==> src/rtl/imm_gen_pipe.sv <==
// Decode-stage immediate generator: decodes format/immediate at the push, buffers up to two
// entries with a registered in_ready, and counts illegal encodings. Optional IMMGEN_ZIMM_EN.
module imm_gen_pipe #(
    parameter int XLEN  = 32,
    parameter int TAG_W = 32,
    parameter int CNT_W = 16
) (
    input  logic             clk,
    input  logic             rst_n,
    input  logic             in_valid,
    output logic             in_ready,
    input  logic [31:0]      in_instr,
    input  logic [TAG_W-1:0] in_tag,
    output logic             out_valid,
    input  logic             out_ready,
    output logic [XLEN-1:0]  out_imm,
    output logic [2:0]       out_fmt,
    output logic             out_illegal,
    output logic [TAG_W-1:0] out_tag,
    output logic [CNT_W-1:0] illegal_cnt
);

    localparam logic [2:0] FMT_R = 3'd0;
    localparam logic [2:0] FMT_I = 3'd1;
    localparam logic [2:0] FMT_S = 3'd2;
    localparam logic [2:0] FMT_B = 3'd3;
    localparam logic [2:0] FMT_U = 3'd4;
    localparam logic [2:0] FMT_J = 3'd5;
    localparam logic [2:0] FMT_Z = 3'd6;

    typedef struct packed {
        logic [XLEN-1:0]  imm;
        logic [2:0]       fmt;
        logic             illegal;
        logic [TAG_W-1:0] tag;
    } entry_t;

    logic [6:0]        opc;
    logic signed [31:0] imm32;
    logic [2:0]        dec_fmt;
    logic              dec_illegal;
    entry_t            dec_entry;

    // Every immediate is first formed as a signed 32-bit value, then sign-extended to XLEN.
    always_comb begin
        opc         = in_instr[6:0];
        imm32       = '0;
        dec_fmt     = FMT_R;
        dec_illegal = 1'b0;
        if (in_instr[1:0] != 2'b11) begin
            dec_illegal = 1'b1;
        end else begin
            case (opc)
                7'b0010011, 7'b0000011, 7'b1100111, 7'b0001111: begin
                    imm32   = {{20{in_instr[31]}}, in_instr[31:20]};
                    dec_fmt = FMT_I;
                end
                7'b1110011: begin
                    imm32   = {{20{in_instr[31]}}, in_instr[31:20]};
                    dec_fmt = FMT_I;
`ifdef IMMGEN_ZIMM_EN
                    if (in_instr[14]) begin
                        imm32   = {27'd0, in_instr[19:15]};
                        dec_fmt = FMT_Z;
                    end
`endif
                end
                7'b0100011: begin
                    imm32   = {{20{in_instr[31]}}, in_instr[31:25], in_instr[11:7]};
                    dec_fmt = FMT_S;
                end
                7'b1100011: begin
                    imm32   = {{19{in_instr[31]}}, in_instr[31], in_instr[7],
                               in_instr[30:25], in_instr[11:8], 1'b0};
                    dec_fmt = FMT_B;
                end
                7'b0110111, 7'b0010111: begin
                    imm32   = {in_instr[31:12], 12'd0};
                    dec_fmt = FMT_U;
                end
                7'b1101111: begin
                    imm32   = {{11{in_instr[31]}}, in_instr[31], in_instr[19:12],
                               in_instr[20], in_instr[30:21], 1'b0};
                    dec_fmt = FMT_J;
                end
                7'b0110011: dec_fmt = FMT_R;
                7'b0011011: begin
                    if (XLEN == 64) begin
                        imm32   = {{20{in_instr[31]}}, in_instr[31:20]};
                        dec_fmt = FMT_I;
                    end else begin
                        dec_illegal = 1'b1;
                    end
                end
                7'b0111011: dec_illegal = (XLEN != 64);
                default:    dec_illegal = 1'b1;
            endcase
        end
        dec_entry.imm     = XLEN'(imm32);
        dec_entry.fmt     = dec_fmt;
        dec_entry.illegal = dec_illegal;
        dec_entry.tag     = in_tag;
    end

    entry_t [1:0]     mem_q, mem_d;
    logic             wr_ptr_q, wr_ptr_d;
    logic             rd_ptr_q, rd_ptr_d;
    logic [1:0]       count_q, count_d;
    logic             in_ready_q, in_ready_d;
    logic [CNT_W-1:0] cnt_q, cnt_d;
    logic             push, pop;
    entry_t           head;

    assign head      = mem_q[rd_ptr_q];
    assign out_valid = (count_q != 2'd0);

    always_comb begin
        push     = in_valid & in_ready_q;
        pop      = out_valid & out_ready;
        mem_d    = mem_q;
        wr_ptr_d = wr_ptr_q;
        rd_ptr_d = rd_ptr_q;
        count_d  = count_q;
        cnt_d    = cnt_q;
        if (push) begin
            mem_d[wr_ptr_q] = dec_entry;
            wr_ptr_d        = ~wr_ptr_q;
        end
        if (pop) begin
            rd_ptr_d = ~rd_ptr_q;
            if (head.illegal && (cnt_q != '1))
                cnt_d = cnt_q + CNT_W'(1);
        end
        case ({push, pop})
            2'b10:   count_d = count_q + 2'd1;
            2'b01:   count_d = count_q - 2'd1;
            default: count_d = count_q;
        endcase
        // Registered ready looks at the next occupancy so it is exact every cycle.
        in_ready_d = (count_d != 2'd2);
    end

    always_ff @(posedge clk or negedge rst_n) begin
        if (!rst_n) begin
            mem_q      <= '0;
            wr_ptr_q   <= 1'b0;
            rd_ptr_q   <= 1'b0;
            count_q    <= 2'd0;
            in_ready_q <= 1'b1;
            cnt_q      <= '0;
        end else begin
            mem_q      <= mem_d;
            wr_ptr_q   <= wr_ptr_d;
            rd_ptr_q   <= rd_ptr_d;
            count_q    <= count_d;
            in_ready_q <= in_ready_d;
            cnt_q      <= cnt_d;
        end
    end

    assign in_ready    = in_ready_q;
    assign out_imm     = head.imm;
    assign out_fmt     = head.fmt;
    assign out_illegal = head.illegal;
    assign out_tag     = head.tag;
    assign illegal_cnt = cnt_q;

endmodule

==> config.mk <==
export PLATFORM = sky130hd
export DESIGN_NAME = imm_gen_pipe
export DESIGN_NICKNAME = d
export VERILOG_FILES = /design/src/rtl/imm_gen_pipe.sv
export SDC_FILE = /design/constraint.sdc
export NUM_CORES = 1
export LEC_CHECK = 0
export CORE_MARGIN = 2
export CORE_UTILIZATION = 48
export CTS_BUF_LIST = sky130_fd_sc_hd__clkbuf_2
export CTS_CLUSTER_SIZE = 30
export DETAILED_ROUTE_END_ITERATION = 12
export PLACE_DENSITY = 0.75
export SLEW_MARGIN = 5
export SYNTH_ARGS = -nofsm -noshare
export SYNTH_HDL_FRONTEND = slang
export SYNTH_SLANG_ARGS = --single-unit
==> constraint.sdc <==
create_clock -name clk -period 1.9 [get_ports clk]
set_input_delay 0.38 -clock clk [delete_from_list [all_inputs] [get_ports clk]]
set_output_delay 0.38 -clock clk [all_outputs]
set_load 0.01 [all_outputs]
After elaboration in Yosys (flattened, before gate mapping)
Cells that the tools add are included.
Operators by class
  bitwise operators: 4
  add/subtract/negate cells: 3
  reductions and logical operators: 7
  multiplexer cells: 12
  order comparisons: 3
  equality and inequality tests: 16
Operators with widths (count)
  2-to-1 mux 68 bit: 3
  one-hot mux 32 bit (5 select lines): 1
  bitwise mux 136 bit: 1
  demux 68 bit (select 1 bit): 1
  2-to-1 mux 32 bit: 1
  == test 7 bit, second input constant: 4
  == test 7 x 6 -> 1 bit, second input constant: 3
  adder 16 x 1 -> 16 bit, second input constant: 1
  != test 16 bit, second input constant: 1
  one-hot mux 3 bit (5 select lines): 1
  == test 7 x 5 -> 1 bit, second input constant: 2
  OR reduction 11 bit: 1
  == test 7 x 2 -> 1 bit, second input constant: 1
  == test 7 x 4 -> 1 bit, second input constant: 1
  OR reduction 5 bit: 1
  < comparator 1 x 2 -> 1 bit, second input constant: 2
  != test 2 bit, second input constant: 2
  one-hot mux 2 bit (2 select lines): 1
  2-to-1 mux 3 bit: 1
  adder 2 x 1 -> 2 bit, second input constant: 1
  bitwise AND 1 bit: 2
  == test 2 x 1 -> 1 bit, second input constant: 1
  == test 2 bit, second input constant: 1
  logical AND 1 bit: 2
  other kinds (7): 9
Storage, ports and cells
  register bits after elaboration: 157
  input bits: 68
  logic and storage cells: 58
  output and inout port bits: 86

Depth between registers and ports, before layout
  depth after elaboration: 5
  gate-level depth with buffers: 7

Worst setup path before layout
Ideal clock, no wire load.
  kind: register to output
  from: reg rd_ptr_q
  to: out out_imm[10]
  data arrival time: 1.586 ns
  slack: -0.066 ns
  cell stages (with the launch flop): 5
  data required time: 1.520 ns
  cell sequence: dfrtp_1 > clkbuf_1 > clkbuf_1 > buf_1 > mux2_2
Between the ends
  longest elaborated chain between the ends: 2
Ends and longest elaborated chain
  from (decl): RTL line 107  | logic rd_ptr_q, rd_ptr_d;
  from (signal assigned): RTL line 154  | rd_ptr_q <= rd_ptr_d;
  2-to-1 mux 68 bit (not written as such) (2 in a row): RTL line 114  | assign head = mem_q[rd_ptr_q];
  to (decl): RTL line 16  | output logic [XLEN-1:0] out_imm,
No other way between the ends. The select of a mux whose other input is x is not followed.

Final worst setup path
  from: reg rd_ptr_q
  to: out out_illegal
Between the ends
  longest elaborated chain between the ends: 2
Ends and longest elaborated chain
  2-to-1 mux 68 bit (not written as such) (2 in a row): RTL line 114
  to (decl): RTL line 18  | output logic out_illegal,
No other way between the ends. The select of a mux whose other input is x is not followed.

==> impl_results.md <==
* Average detailed-routed wire length per instance at 16.9 um
* Final clock period utilization by the worst path at 122%
* Internal at 0.0102 W
* Fin worst setup slack at -0.421 ns
* Area share of the largest cell type after synthesis at 54.5%
* Wire length of the first global-routing pass at 30,800 um
* Clock-pin slew on the worst setup and hold paths at 0.22 ns
* Clock tree buffer depth at 2
* Arrival time reported for the critical path endpoint at 1.94 ns
* Share of flip-flops with an asynchronous set or reset at 100%
* Number of antenna violations at the first check in global routing at 1
* RSZ-0062 raised after global routing: true
* Net load switching power at 0.00579 W
* HPWL after DPL at 12,300 um
* Area of combinational cells with multiple inputs at 3310 um2
* TritonCTS clock tree: yes
* Buffers on Ports at 153
* Category of the critical setup timing path: flop to output pin
* Launching element type of the critical path: flop
* Net total in the final layout at 1,029
* Area inside the core boundary at 14,500 um2
* Min cycle time layout at 2.32 ns
* Setup crit end kind: output pin
* Slew at the pin closest to its max-slew limit at 0.480 ns
* Full die area at 15,900 um2
* Count of pins on the block boundary at 154
* Area growth, synth to finish at 41.4%
* Synthesized area at 7170 um2
* Sequential fraction of the synthesis area at 54.8%
* Maximum VDD drop at 913 uV
* Worst reg2reg startpoint: rd_ptr_q$_DFFE_PN0P_
* Result of the run: finished, violations left
* Post-synthesis net count at 818
* Critical Path Fanout Max at 6
* Largest net degree at the start of global routing at 52
* Filler Cell Count at 1,109
* Sum of routed wire length over all layers at 19,500 um
* Endpoints failing setup at 68
* Worst Reg-to-Reg Cells at 8
* Number of standard cells after synthesis at 748
* DRC violations left at 0
* Largest area contributor in the netlist: sky130_fd_sc_hd__dfrtp_1
* Share of post-route cells with drive strength above 1 at 27.3%
* Overall overflow remaining after global route at 0
* Final Core Density at 69.7%
* Clock latency on the worst-skew pair at 0.71 ns
* End of the worst register-to-register path: illegal_cnt[15]$_DFFE_PN0P_
* Final total negative setup slack at -26.54 ns
* Power share of the combinational group at 55.7%
* Min-Delay Path Class: input port to async pin
* Vias at 6,153
* Failing checks: setup timing
* H-tree depth at 4
* Initial Utilization at 49.3%
* Placement row count at 44
* Chip width at 126 um
* Yosys warns at 0
* Hold_ws at 0.0886 ns
* Leading post-synthesis cells by instance count: sky130_fd_sc_hd__nand2_1 (246), sky130_fd_sc_hd__dfrtp_1 (156), sky130_fd_sc_hd__mux2_2 (68), sky130_fd_sc_hd__nor2_1 (62), sky130_fd_sc_hd__a21oi_1 (48)
* Total cell area at the placement stage at 9260 um2
* Post-synth top flop: sky130_fd_sc_hd__dfrtp_1
* Via density per instance at 5.31
* Slew margin rel. at 68.0%
* Number of synthesized register bits at 157
* Number of hold violations in the final report at 0
* Syn Area/Cell at 9.58 um2
* Achievable frequency at 0.431 GHz
* Slack of the worst reg-to-reg path at 0.11 ns
* Power Dens Cells at 1570 nW/um2
* Worst Skew at 0.0244 ns
* Count of different cell masters after synthesis at 42
* Post-Layout Inst Area at 10,100 um2
* Most common cell in the synthesized netlist: sky130_fd_sc_hd__nand2_1
* WP data required at 1.52 ns
* Dominant cells by area after synthesis: sky130_fd_sc_hd__dfrtp_1 (54%), sky130_fd_sc_hd__nand2_1 (13%), sky130_fd_sc_hd__mux2_2 (11%)
* Max Cap Viol at 0
* GPL Wtd Cong at 0.858
* First-pass DRT Iterations at 5
* Fin. max-slew vios at 0
* GRT Overall Usage at 24.5%
* Number of flops mapped to enable cells by yosys at 0
* Sequential Area at 3930 um2
* Number of buffers inserted during clock tree synthesis at 17
* Antenna Nets Post-Route at 0
* Flop pwr share at 34.3%
* Clock network fraction of design power at 10.0%
* Switching share of total power at 36.3%
* Sinks on Clock Net at 157
* Reported leakage power at 5.00 nW
* Cell at the root of the clock tree: sky130_fd_sc_hd__clkbuf_2
* Die outline height at 126 um
* Drt first-iter violations at 469
* Vias in the first global route at 6,079
[cell type report]
cell class                 count  area share [%]
antenna                        2          0.0494
clock buffer                  22            1.09
clock inverter                10           0.765
inverter                       1          0.0370
multi-input combinational    548            32.7
sequential                   157            38.8
tap                          184            2.27
timing repair buffer         234            24.3
[routing by layer]
| layer | vias to the layer above | wire length [um] | GRT usage, % |
|---|---|---|---|
| li1 | 2928 | - | - |
| met1 | 2980 | 8520 | 33.9 |
| met2 | 220 | 9580 | 39.8 |
| met3 | 25 | 1130 | 4.38 |
| met4 | 0 | 305 | 7.18 |
| met5 | - | 0 | 0 |
[repair_timing]
item	in CTS	in global routing
gates cloned	6	1
buffers inserted	25	5
hold buffers	1	0
endpoints found under the setup margin	86	89
pin swaps	1	0
resized for setup	350	118
hold endpoints to repair	156	0
[worst max-delay path, cell delays in order (launching register included)]
cell	delay [ns]
sky130_fd_sc_hd__dfrtp_2	0.48
sky130_fd_sc_hd__buf_12	0.16
sky130_fd_sc_hd__buf_16	0.14
sky130_fd_sc_hd__mux2_4	0.33
sky130_fd_sc_hd__buf_6	0.13
[per-stage QoR]
| step | worst slack (ns) | cells | power (W) |
|---|---|---|---|
| final | -0.421 | 1158 | 0.0159 |
| after global routing | -0.523 | 1158 | 0.0169 |
| after CTS | -0.569 | 1156 | 0.0150 |
| after detailed placement | -0.437 | 1092 | 0.0126 |
| after global placement | -0.380 | 1092 | 0.0124 |
| after floorplan | 0.0636 | 748 | 0.00915 |
[how the worst max path moves through the flow]
| stage | to | cells after the start | start | slack [ns] |
|---|---|---|---|---|
| floorplan | out_imm[10] | 4 | rd_ptr_q$_DFFE_PN0P_ | 0.06 |
| global placement | mem_q[64]$_DFFE_PN0P_ | 6 | in_instr[3] | -0.38 |
| detailed placement | mem_q[56]$_DFFE_PN0P_ | 6 | in_instr[3] | -0.44 |
| CTS | out_imm[19] | 5 | rd_ptr_q$_DFFE_PN0P_ | -0.57 |
| global route | out_illegal | 4 | rd_ptr_q$_DFFE_PN0P_ | -0.52 |
| finish | out_illegal | 4 | rd_ptr_q$_DFFE_PN0P_ | -0.42 |
[cell families (layout without fill, tap and decap cells)]
group	count (synthesis)	after routing	share of synthesized area (%)
AND/OR/NAND/NOR	356	356	20.4
flip-flops	157	157	54.8
AO/OA/AOI/OAI	102	102	8.75
multiplexers	68	68	10.7
buffers and inverters	43	267	2.57
XOR/XNOR	20	20	2.44
adder cells (fa/ha/maj)	2	2	0.349
other	0	2	0
[power groups by stage]
stage               Combinational [W]  Sequential [W]  Clock [W]
detailed placement            0.00707         0.00552          0
floorplan                     0.00384         0.00531          0
global placement              0.00699         0.00545          0
CTS                           0.00795         0.00539    0.00164
global route                  0.00952         0.00563    0.00178
finish                        0.00888         0.00547    0.00160
[flip-flops by register name, summed over array words and instances, names as in the netlist]
| register | count |
|---|---|
| rd_ptr_q | 1 |
| illegal_cnt | 16 |
| count_q | 2 |
| mem_q | 136 |
| wr_ptr_q | 1 |
| in_ready | 1 |
[placed cells by master, fill, tap and decap left out, types with 13 or more instances in the layout]
master                            count
sky130_fd_sc_hd__buf_6               72
sky130_fd_sc_hd__clkbuf_2            22
sky130_fd_sc_hd__xnor2_1             14
sky130_fd_sc_hd__clkdlybuf4s50_1     66
sky130_fd_sc_hd__mux2_4              61
sky130_fd_sc_hd__buf_12              14
sky130_fd_sc_hd__nor2_1              60
sky130_fd_sc_hd__a21oi_1             48
sky130_fd_sc_hd__dfrtp_1            154
sky130_fd_sc_hd__buf_4               58
sky130_fd_sc_hd__nand2_1            246
sky130_fd_sc_hd__a22o_1              14
sky130_fd_sc_hd__o21ai_0             13
No activity file was read; power rests on OpenSTA's default activity.
